### src/rtl/uart8_pkg.sv
// Shared UART8 definitions: TX state encoding, clog2 helper and bit-period calculation.
// UART8_TX_PARITY_EN selects the optional even-parity frame in the transmitter.
package uart8_pkg;

    typedef enum logic [2:0] {
        IDLE   = 3'd0,
        START  = 3'd1,
        DATA   = 3'd2,
        PARITY = 3'd3,
        STOP   = 3'd4
    } tx_state_e;

    function automatic int unsigned clog2(input int unsigned value);
        int unsigned r;
        int unsigned v;
        r = 0;
        v = 1;
        while (v < value) begin
            v = v << 1;
            r = r + 1;
        end
        return r;
    endfunction

    function automatic int unsigned clks_per_bit(input int unsigned clock_rate,
                                                 input int unsigned baud_rate);
        return clock_rate / baud_rate;
    endfunction

endpackage

### src/rtl/uart8_sync_fifo.sv
// Synchronous FIFO with show-ahead read data, registered full/empty/count.
module uart8_sync_fifo
    import uart8_pkg::*;
#(
    parameter int unsigned WIDTH = 8,
    parameter int unsigned DEPTH = 16
) (
    input  logic                   clk,
    input  logic                   reset,
    input  logic                   push,
    input  logic [WIDTH-1:0]       wdata,
    input  logic                   pop,
    output logic [WIDTH-1:0]       rdata,
    output logic                   full,
    output logic                   empty,
    output logic [clog2(DEPTH):0]  count
);
    localparam int unsigned AW = clog2(DEPTH);
    localparam int unsigned CW = AW + 1;

    if (DEPTH < 2 || (DEPTH & (DEPTH - 1)) != 0) begin : g_depth_chk
        $fatal(1, "uart8_sync_fifo: DEPTH must be a power of 2 and >= 2");
    end

    logic [WIDTH-1:0] mem_q [DEPTH];
    logic [AW-1:0]    wr_ptr_q, wr_ptr_d, rd_ptr_q, rd_ptr_d;
    logic [CW-1:0]    count_q, count_d;
    logic             full_q, full_d, empty_q, empty_d;
    logic             push_ok, pop_ok;

    always_comb begin
        push_ok  = push && !full_q;
        pop_ok   = pop && !empty_q;
        wr_ptr_d = push_ok ? wr_ptr_q + AW'(1) : wr_ptr_q;
        rd_ptr_d = pop_ok ? rd_ptr_q + AW'(1) : rd_ptr_q;
        count_d  = count_q + CW'(push_ok) - CW'(pop_ok);
        full_d   = (count_d == CW'(DEPTH));
        empty_d  = (count_d == '0);
    end

    always_ff @(posedge clk) begin
        if (reset) begin
            wr_ptr_q <= '0;
            rd_ptr_q <= '0;
            count_q  <= '0;
            full_q   <= 1'b0;
            empty_q  <= 1'b1;
        end else begin
            wr_ptr_q <= wr_ptr_d;
            rd_ptr_q <= rd_ptr_d;
            count_q  <= count_d;
            full_q   <= full_d;
            empty_q  <= empty_d;
        end
    end

    // Storage needs no reset; validity is tracked by the pointers.
    always_ff @(posedge clk) begin
        if (push_ok && !reset) begin
            mem_q[wr_ptr_q] <= wdata;
        end
    end

    assign rdata = mem_q[rd_ptr_q];
    assign full  = full_q;
    assign empty = empty_q;
    assign count = count_q;

endmodule

### src/rtl/uart8_tx_fifo.sv
// Buffered 8N1 UART transmitter: FIFO front end, baud divider and frame FSM.
// Define UART8_TX_PARITY_EN to insert an even-parity bit between data and stop.
module uart8_tx_fifo
    import uart8_pkg::*;
#(
    parameter int unsigned CLOCK_RATE = 100000000,
    parameter int unsigned BAUD_RATE  = 9600,
    parameter int unsigned FIFO_DEPTH = 16
) (
    input  logic                        clk,
    input  logic                        reset,
    input  logic                        en,
    input  logic [7:0]                  in,
    input  logic                        valid,
    output logic                        ready,
    output logic                        out,
    output logic                        busy,
    output logic [clog2(FIFO_DEPTH):0]  count
);
    localparam int unsigned CPB = clks_per_bit(CLOCK_RATE, BAUD_RATE);
    localparam int unsigned BW  = (clog2(CPB) < 1) ? 1 : clog2(CPB);

    if (CPB < 2) begin : g_cpb_chk
        $fatal(1, "uart8_tx_fifo: CLOCK_RATE/BAUD_RATE must be at least 2");
    end

    logic       fifo_full, fifo_empty, push, pop;
    logic [7:0] fifo_rdata;

    assign ready = !fifo_full;
    assign push  = valid && !fifo_full && !reset;

    uart8_sync_fifo #(
        .WIDTH (8),
        .DEPTH (FIFO_DEPTH)
    ) u_fifo (
        .clk   (clk),
        .reset (reset),
        .push  (push),
        .wdata (in),
        .pop   (pop),
        .rdata (fifo_rdata),
        .full  (fifo_full),
        .empty (fifo_empty),
        .count (count)
    );

    tx_state_e     state_q, state_d;
    logic [BW-1:0] baud_q, baud_d;
    logic [2:0]    idx_q, idx_d;
    logic [7:0]    shift_q, shift_d;
    logic          out_q, out_d, busy_q, busy_d;
    logic          bit_end, can_start;
`ifdef UART8_TX_PARITY_EN
    logic          par_q, par_d;
`endif

    // Outputs reflect the state of the previous cycle, giving the two-edge push-to-start latency.
    always_comb begin
        state_d   = state_q;
        idx_d     = idx_q;
        shift_d   = shift_q;
        pop       = 1'b0;
        out_d     = 1'b1;
        busy_d    = (state_q != IDLE);
        bit_end   = (baud_q == BW'(CPB - 1));
        can_start = !fifo_empty && en;
        baud_d    = (state_q == IDLE || bit_end) ? '0 : baud_q + BW'(1);
`ifdef UART8_TX_PARITY_EN
        par_d     = par_q;
`endif
        case (state_q)
            IDLE: begin
                if (can_start) state_d = START;
            end
            START: begin
                out_d = 1'b0;
                if (bit_end) state_d = DATA;
            end
            DATA: begin
                out_d = shift_q[0];
                if (bit_end) begin
                    shift_d = {1'b0, shift_q[7:1]};
                    idx_d   = idx_q + 3'd1;
                    if (idx_q == 3'd7) begin
`ifdef UART8_TX_PARITY_EN
                        state_d = PARITY;
`else
                        state_d = STOP;
`endif
                    end
                end
            end
`ifdef UART8_TX_PARITY_EN
            PARITY: begin
                out_d = par_q;
                if (bit_end) state_d = STOP;
            end
`endif
            STOP: begin
                if (bit_end) state_d = can_start ? START : IDLE;
            end
            default: state_d = IDLE;
        endcase
        // Entering START from IDLE or STOP pops the next byte into the shifter.
        if (state_d == START && state_q != START) begin
            pop     = 1'b1;
            shift_d = fifo_rdata;
            idx_d   = '0;
`ifdef UART8_TX_PARITY_EN
            par_d   = ^fifo_rdata;
`endif
        end
    end

    always_ff @(posedge clk) begin
        if (reset) begin
            state_q <= IDLE;
            baud_q  <= '0;
            idx_q   <= '0;
            shift_q <= '0;
            out_q   <= 1'b1;
            busy_q  <= 1'b0;
`ifdef UART8_TX_PARITY_EN
            par_q   <= 1'b0;
`endif
        end else begin
            state_q <= state_d;
            baud_q  <= baud_d;
            idx_q   <= idx_d;
            shift_q <= shift_d;
            out_q   <= out_d;
            busy_q  <= busy_d;
`ifdef UART8_TX_PARITY_EN
            par_q   <= par_d;
`endif
        end
    end

    assign out  = out_q;
    assign busy = busy_q;

endmodule

### config.mk
export PLATFORM = sky130hd
export DESIGN_NAME = uart8_tx_fifo
export DESIGN_NICKNAME = d
export VERILOG_FILES = /design/src/rtl/uart8_pkg.sv /design/src/rtl/uart8_sync_fifo.sv /design/src/rtl/uart8_tx_fifo.sv
export SDC_FILE = /design/constraint.sdc
export NUM_CORES = 1
export LEC_CHECK = 0
export CAP_MARGIN = 20
export CORE_MARGIN = 2
export CORE_UTILIZATION = 55
export DETAILED_ROUTE_END_ITERATION = 6
export HOLD_SLACK_MARGIN = 0.08
export PLACE_DENSITY = 0.72
export SYNTH_ARGS = -nofsm -noshare
export SYNTH_HDL_FRONTEND = slang
export SYNTH_SLANG_ARGS = --single-unit
### constraint.sdc
create_clock -name clk -period 4.65 [get_ports clk]
set_input_delay 0.93 -clock clk [delete_from_list [all_inputs] [get_ports clk]]
set_output_delay 0.93 -clock clk [all_outputs]
set_load 0.01 [all_outputs]
==> results by group, run 1 <==
Run status
  – Status: complete, no violations

CTS
  – Post-CTS Resized: 0
  – CTS buffer count: 17
  – Max Buffers Root-to-Sink: 2
  – # hold bufs at CTS: 0
  – Reg clk slew, reported paths: 0.07 ns
  – Skew-Pair Late Insertion Delay: 0.42 ns
  – Post-CTS setup buffer count: 0
  – CTS tree: done
  – CTS HTree Levels: 4
  – Clock sinks: ~180
  – Root buf cell: clkbuf_16

Drt
  – Number of remaining DRC errors: 0
  – Final wirelength: 12860 microns
  – Routed length per instance: 19.70 microns
  – Routed vias: roughly 3700
  – Post-route ant nets: 0
  – Drt pass-1 iters: 4
  – Via density: around 5.6
  – Drt initial violations: 253

Floorplan
  – Boundary Pins: 20
  – Die ar.: between 0.01 and 0.015 sq mm
  – Die span in x: between 100 and 150 microns
  – Site Rows: 41
  – Core Area: approximately 0.013 sq mm
  – Initial Util: 0.5613
  – Die height: around 120 microns

Yosys
  – Post-synth EDFFs: 128
  – Sequential fraction of the synthesis area: 0.6839
  – Post-synthesis cell count: 444
  – Syn Std Cell Area: 0.007054 sq mm
  – Synth Warn #: 0
  – Asr flop ratio synth: 0
  – Synthesized area per cell: 15.89 sq um
  – Post-synth cell types: 43
  – Syn Nets: 470
  – Ys flop type: edfxtp_1
  – Register bit total from synthesis: roughly 180

GRT
  – Gr usage total: 0.2085
  – Vias in the first global route: 3688
  – Pin count of the biggest net entering global routing: 33
  – First-pass GRT wire length: 20380 microns
  – Total grt overflow: 0
  – Initial antenna violation count: 0

Setup path
  – Critical Path RT: 4.99 ns
  – CP Launch Type: flip-flop
  – CP endpoint kind: flip-flop
  – R2r worst-path depth: 12
  – Setup slack, reg-to-reg: 0.95 ns
  – Worst Path Arrival: 4.04 ns
  – Kind of critical path: flip-flop to flip-flop
  – Reg2reg start: baud_q[9]
  – CP Max Fanout: 16
  – FF-to-FF End: u_fifo.full

Power
  – Total internal power: 2.833 mW
  – Switch share: 0.2532
  – Combinational share of power: 0.158
  – Share of power burned in registers: 0.491
  – Power Density: 475.2 mW/mm^2
  – Total power: 3.793 mW
  – Leak: 2.700 nW
  – Clock share of power: 0.351
  – Max IR drop VDD: 0.4143 mV
  – Switching power: 0.9604 mW

Place
  – Placer congestion estimate: approximately 0.76
  – Post-DP HPWL: 8361 microns
  – Number of port buffers: 19

STA
  – Post-layout min period: ~3.7 ns
  – Slew margin rel.: 0.3543
  – Period Utilization, post-route: 0.7968
  – Setup Viol. Count Final: 0
  – Final hold vios: 0
  – Fin Clk Skew: 0.01176 ns
  – RSZ-0062 raised after global routing: no
  – Slew at the pin closest to its max-slew limit: 0.9650 ns
  – Max-slew violations: 0
  – Fmax: approximately 270 MHz
  – Setup tns final: 0 ns

Min path
  – Hold Crit Start: baud_q[0]
  – Hold Crit Class: flip-flop to flip-flop
  – Worst hold endpoint: baud_q[0]
  – Worst hold path depth: 1

Cells and area
  – Final core occ: 0.6351
  – # diodes: 0
  – Synthesis-to-layout area growth: 13.16%
  – Nets@finish: 494
  – Ratio of cells with drive above 1 in the final layout: 0.1746

Flow run
  – Max Cap Viol: 0
-- routing by layer --
| layer | up-vias | wire [microns] | global-route usage |
|---|---|---|---|
| met1 | 1846 | 5653 | 0.2819 |
| met4 | 0 | 192 | 0.07765 |
| met5 | - | 0 | 0 |
| met2 | 70 | 6374 | 0.3337 |
| li1 | 1729 | - | - |
| met3 | 16 | 640 | 0.04995 |
-- how the worst max path moves through the flow --
| stage | start | to | slack [ns] | depth (start not counted) |
|---|---|---|---|---|
| 2_1_floorplan | baud_q[9] | u_fifo.full | 1.43 | 13 |
| 3_3_place_gp | valid | u_fifo.full | 1.10 | 9 |
| 3_5_place_dp | valid | u_fifo.full | 0.90 | 9 |
| 4_1_cts | baud_q[9] | u_fifo.full | 0.93 | 12 |
| 5_1_grt | baud_q[9] | u_fifo.full | 0.72 | 12 |
| 6_report | baud_q[9] | u_fifo.full | 0.95 | 12 |
-- flip-flops by register name, indices dropped and copies added, names as in the netlist, 3 cells and up, named ones only --
signal,flops
shift_q,8
idx_q,3
baud_q,14
u_fifo.count,5
u_fifo.mem_q,128
state_q,3
u_fifo.wr_ptr_q,4
u_fifo.rd_ptr_q,4
-- cells in the mapped netlist (all sizes together) (2+ instances only) --
cell type  instances  share of area
a21o               4         0.0046
a21oi              6         0.0043
a221oi             7         0.0087
a22o               7         0.0087
a22oi              2         0.0021
and2               2         0.0018
and3               3         0.0027
buf               13         0.0090
clkbuf             7         0.0037
dfxtp             49           0.14
edfxtp           128           0.54
ha                13          0.023
inv               16         0.0085
mux2i             10          0.014
mux4              32           0.10
nand2             15         0.0080
nand2b             6         0.0053
nand3              3         0.0021
nand4              6         0.0053
nor2              45          0.024
nor2b             10         0.0089
nor3               4         0.0028
nor4               2         0.0039
o21ai             12         0.0085
or3               10         0.0098
or3b               2         0.0025
xnor2              8         0.0099
xor2              12          0.015
-- cells by family after synthesis --
logic type | synth area share
DFF | 0.6839
and+or+nand+nor | 0.08230
muxes | 0.1179
AOI/OAI and AO/OA | 0.04381
buffers and inverters | 0.02128
xor gates and xnor gates | 0.02483
adders and majority gates | 0.02590
-- area by class of cell --
| cell class | instances | area, sq um |
|---|---|---|
| Clock buffer | 20 | 467.9 |
| Clock inverter | 12 | 97.59 |
| Fill cell | 861 | 4586 |
| Inverter | 16 | 60.06 |
| Multi-Input combinational cell | 231 | 2079 |
| Sequential cell | 177 | 4827 |
| Tap cell | 172 | 215.2 |
| Timing Repair Buffer | 25 | 235.2 |
-- worst max-delay path, stage by stage, from the launching register on --
cell and delay (ns):
dfxtp_1 0.35, or4b_4 0.56, nor4_4 0.54, o2111ai_4 0.31
inv_1 0.15, ha_1 0.23, inv_1 0.06, ha_1 0.15
inv_1 0.05, fa_1 0.39, xnor2_1 0.16, nor4b_1 0.42
nor3b_1 0.25
-- metrics by stage --
stage / instance area, sq um / instances / worst slack (ns) / hold WS (ns)
global placement: 7417 / 621 / 1.099 / 0.4429
floorplan: 7054 / 444 / 1.427 / 0.4260
global route: 7983 / 653 / 0.7160 / 0.5078
detailed placement: 7417 / 621 / 0.8959 / 0.4664
finish: 7983 / 653 / 0.9451 / 0.4764
CTS: 7983 / 653 / 0.9339 / 0.4814
-- layout by cell type (no fill, tap or decap), types with 12 or more instances in the layout --
master | netlist | routed
xor2_1 | 12 | 12
nand2_1 | 15 | 15
ha_1 | 13 | 13
mux4_2 | 32 | 32
inv_1 | 16 | 16
clkdlybuf4s50_1 | 0 | 19
dfxtp_1 | 49 | 47
nor2_1 | 45 | 45
edfxtp_1 | 128 | 128
o21ai_0 | 12 | 12
clkbuf_16 | 0 | 18
-- power by group through the flow --
stage / sequential [mW] / clock [mW] / combinational [mW]
after detailed placement: 1.90 / 0 / 0.600
after global routing: 1.88 / 1.42 / 0.658
after floorplan: 1.85 / 0 / 0.455
after global placement: 1.90 / 0 / 0.580
after CTS: 1.87 / 1.36 / 0.605
final: 1.86 / 1.33 / 0.599
Note: power is estimated with default switching activity, not from simulation.
==> inputs of run 2 (changes only) <==
- PLACE_DENSITY: 0.72 -> 0.75
- clock period: 4.65 -> 3.05 ns (I/O delays scaled with it)
==> results by group, run 2 (synthesis results as in run 1) <==
STA
  – Period Utilization, post-route: 0.9547
  – Max-slew violations: 0
  – Final hold vios: 0
  – Setup Viol. Count Final: 0
  – Post-layout min period: 2.912 ns
  – Slew margin rel.: 0.5224
  – Fin Clk Skew: 0.006295 ns
  – Slew at the pin closest to its max-slew limit: 0.7150 ns
  – Setup tns final: 0 ns
  – Fmax: 343.4 MHz
  – Setup WS post-layout: roughly 0.14 ns

Floorplan
  – Boundary Pins: 20
  – Die span in x: 117.3 microns
  – Die ar.: approximately 0.014 sq mm
  – Site Rows: 41
  – Initial Util: 0.5613
  – Die height: around 120 microns
  – Core Area: 0.01257 sq mm

Setup path
  – R2r worst-path depth: 12
  – Worst Setup SP: baud_q[9]
  – Kind of critical path: flip-flop to flip-flop
  – CP endpoint kind: flip-flop
  – Reg2reg start: baud_q[9]
  – CP Launch Type: flip-flop
  – Worst Path Arrival: 3.27 ns
  – CP Capture Point: u_fifo.full
  – Critical Path RT: 3.41 ns
  – FF-to-FF End: u_fifo.full
  – CP Max Fanout: 4
  – Setup slack, reg-to-reg: 0.14 ns

Cells and area
  – Biggest regs: u_fifo.mem_q (128), baud_q (14), shift_q (8)
  – Finished Cell Area: roughly 0.0082 sq mm
  – Ratio of cells with drive above 1 in the final layout: 0.2236
  – Layout fillers: ~870
  – Nets@finish: ~510
  – Most frequent cells in the layout: edfxtp_1, dfxtp_1, nor2_1, mux4_2, buf_4
  – Max reg flops: 128
  – Synthesis-to-layout area growth: 16.12%
  – Most flops, register: u_fifo.mem_q
  – # diodes: 0
  – Most common cell after layout, fill and taps aside: edfxtp_1

Drt
  – Final wirelength: 13270 microns
  – Via density: between 5 and 6
  – Drt initial violations: approximately 350
  – Drt pass-1 iters: 4
  – Number of remaining DRC errors: 0
  – Routed vias: 3776
  – Post-route ant nets: 0
  – Routed length per instance: 19.71 microns

Power
  – Max IR drop VDD: 0.4298 mV
  – Power Density: 723.4 mW/mm^2
  – Leak: 2.808 nW

GRT
  – Pin count of the biggest net entering global routing: 33
  – Total grt overflow: 0
  – First-pass GRT wire length: 20570 microns
  – Vias in the first global route: 3713
  – Initial antenna violation count: 0
  – Gr usage total: 0.2113

CTS
  – CTS tree: done
  – Reg clk slew, reported paths: about 0.060 ns
  – Root buf cell: clkbuf_16
  – # hold bufs at CTS: 0
  – Clock sinks: 177
  – Skew-Pair Late Insertion Delay: approximately 0.43 ns
  – Max Buffers Root-to-Sink: 2
  – CTS buffer count: 17
  – CTS HTree Levels: 4

Place
  – Setup WS pre-CTS: 0.1086 ns
  – Placer congestion estimate: between 0.7 and 0.8
  – Number of port buffers: 19
  – Post-DP HPWL: 8279 microns
  – Cell area after placement: 0.007562 sq mm

Min path
  – Hold Crit Class: flip-flop to flip-flop
  – Worst hold path depth: 1

Flow run
  – Max Cap Viol: 0

Run status
  – Status: complete, no violations
run 2: cell types whose count changed in the layout (fill, tap and decap cells not counted), sizes merged:
cell / delta
buf: +20
bufinv: +1
clkbuf: -2
clkinv: -1
clkinvlp: +2
run 2: worst min path at each step:
| stage | startpoint | to | slack, ns |
|---|---|---|---|
| 2_1_floorplan | baud_q[0] | baud_q[0] | 0.43 |
| 3_3_place_gp | baud_q[0] | baud_q[0] | 0.44 |
| 3_5_place_dp | baud_q[0] | baud_q[0] | 0.45 |
| 4_1_cts | baud_q[0] | baud_q[0] | 0.46 |
| 5_1_grt | baud_q[0] | baud_q[0] | 0.49 |
| 6_report | baud_q[0] | baud_q[0] | 0.46 |
run 2: power by group:
part / internal (mW) / switching (mW) / total (mW)
Clock: 1.14 / 0.924 / 2.06
Combinational: 0.566 / 0.492 / 1.06
Sequential: 2.70 / 0.109 / 2.81
run 2: what timing repair did:
action	CTS	global route
setup buffers	0	2
endpoints found under the setup margin	0	3
resized for setup	0	14
endpoints found under the hold margin	0	0
run 2: layout make-up:
cell class / count / area (sq um) / area share
multi-input combinational: 231 / 2140 / 0.2612
tap: 172 / 215.2 / 0.02627
sequential: 177 / 4830 / 0.5896
inverter: 16 / 60.06 / 0.007332
timing repair buffer: 45 / 385.4 / 0.04704
clock buffer: 18 / 429.2 / 0.05239
clock inverter: 14 / 132.6 / 0.01619
run 2: metrics by stage:
step,utilization,hold WS [ns],total power [mW],std cells
6_report,0.6518,0.4600,5.925,673
5_1_grt,0.6518,0.4882,6.154,673
4_1_cts,0.6464,0.4647,5.875,671
3_5_place_dp,0.6017,0.4456,3.826,639
3_3_place_gp,0.6017,0.4396,3.800,639
2_1_floorplan,-,0.4260,3.534,444
run 2: layer usage:
layer / track usage / part of all wire / vias to the layer above
li1: - / - / 1767
met3: 0.04943 / 0.061 / 26
met5: 0 / 0 / -
met1: 0.2787 / 0.42 / 1876
met4: 0.09882 / 0.026 / 0
met2: 0.3364 / 0.49 / 107
run 2: worst max-delay path: stages (launching register included):
cell and delay (ns):
dfxtp_4 0.36, or4b_4 0.52, nor4_4 0.32, o2111ai_4 0.14, inv_2 0.09, ha_4 0.19, inv_2 0.06, ha_4 0.13
inv_2 0.04, fa_2 0.38, xnor2_2 0.16, nor4b_2 0.26, nor3b_2 0.20
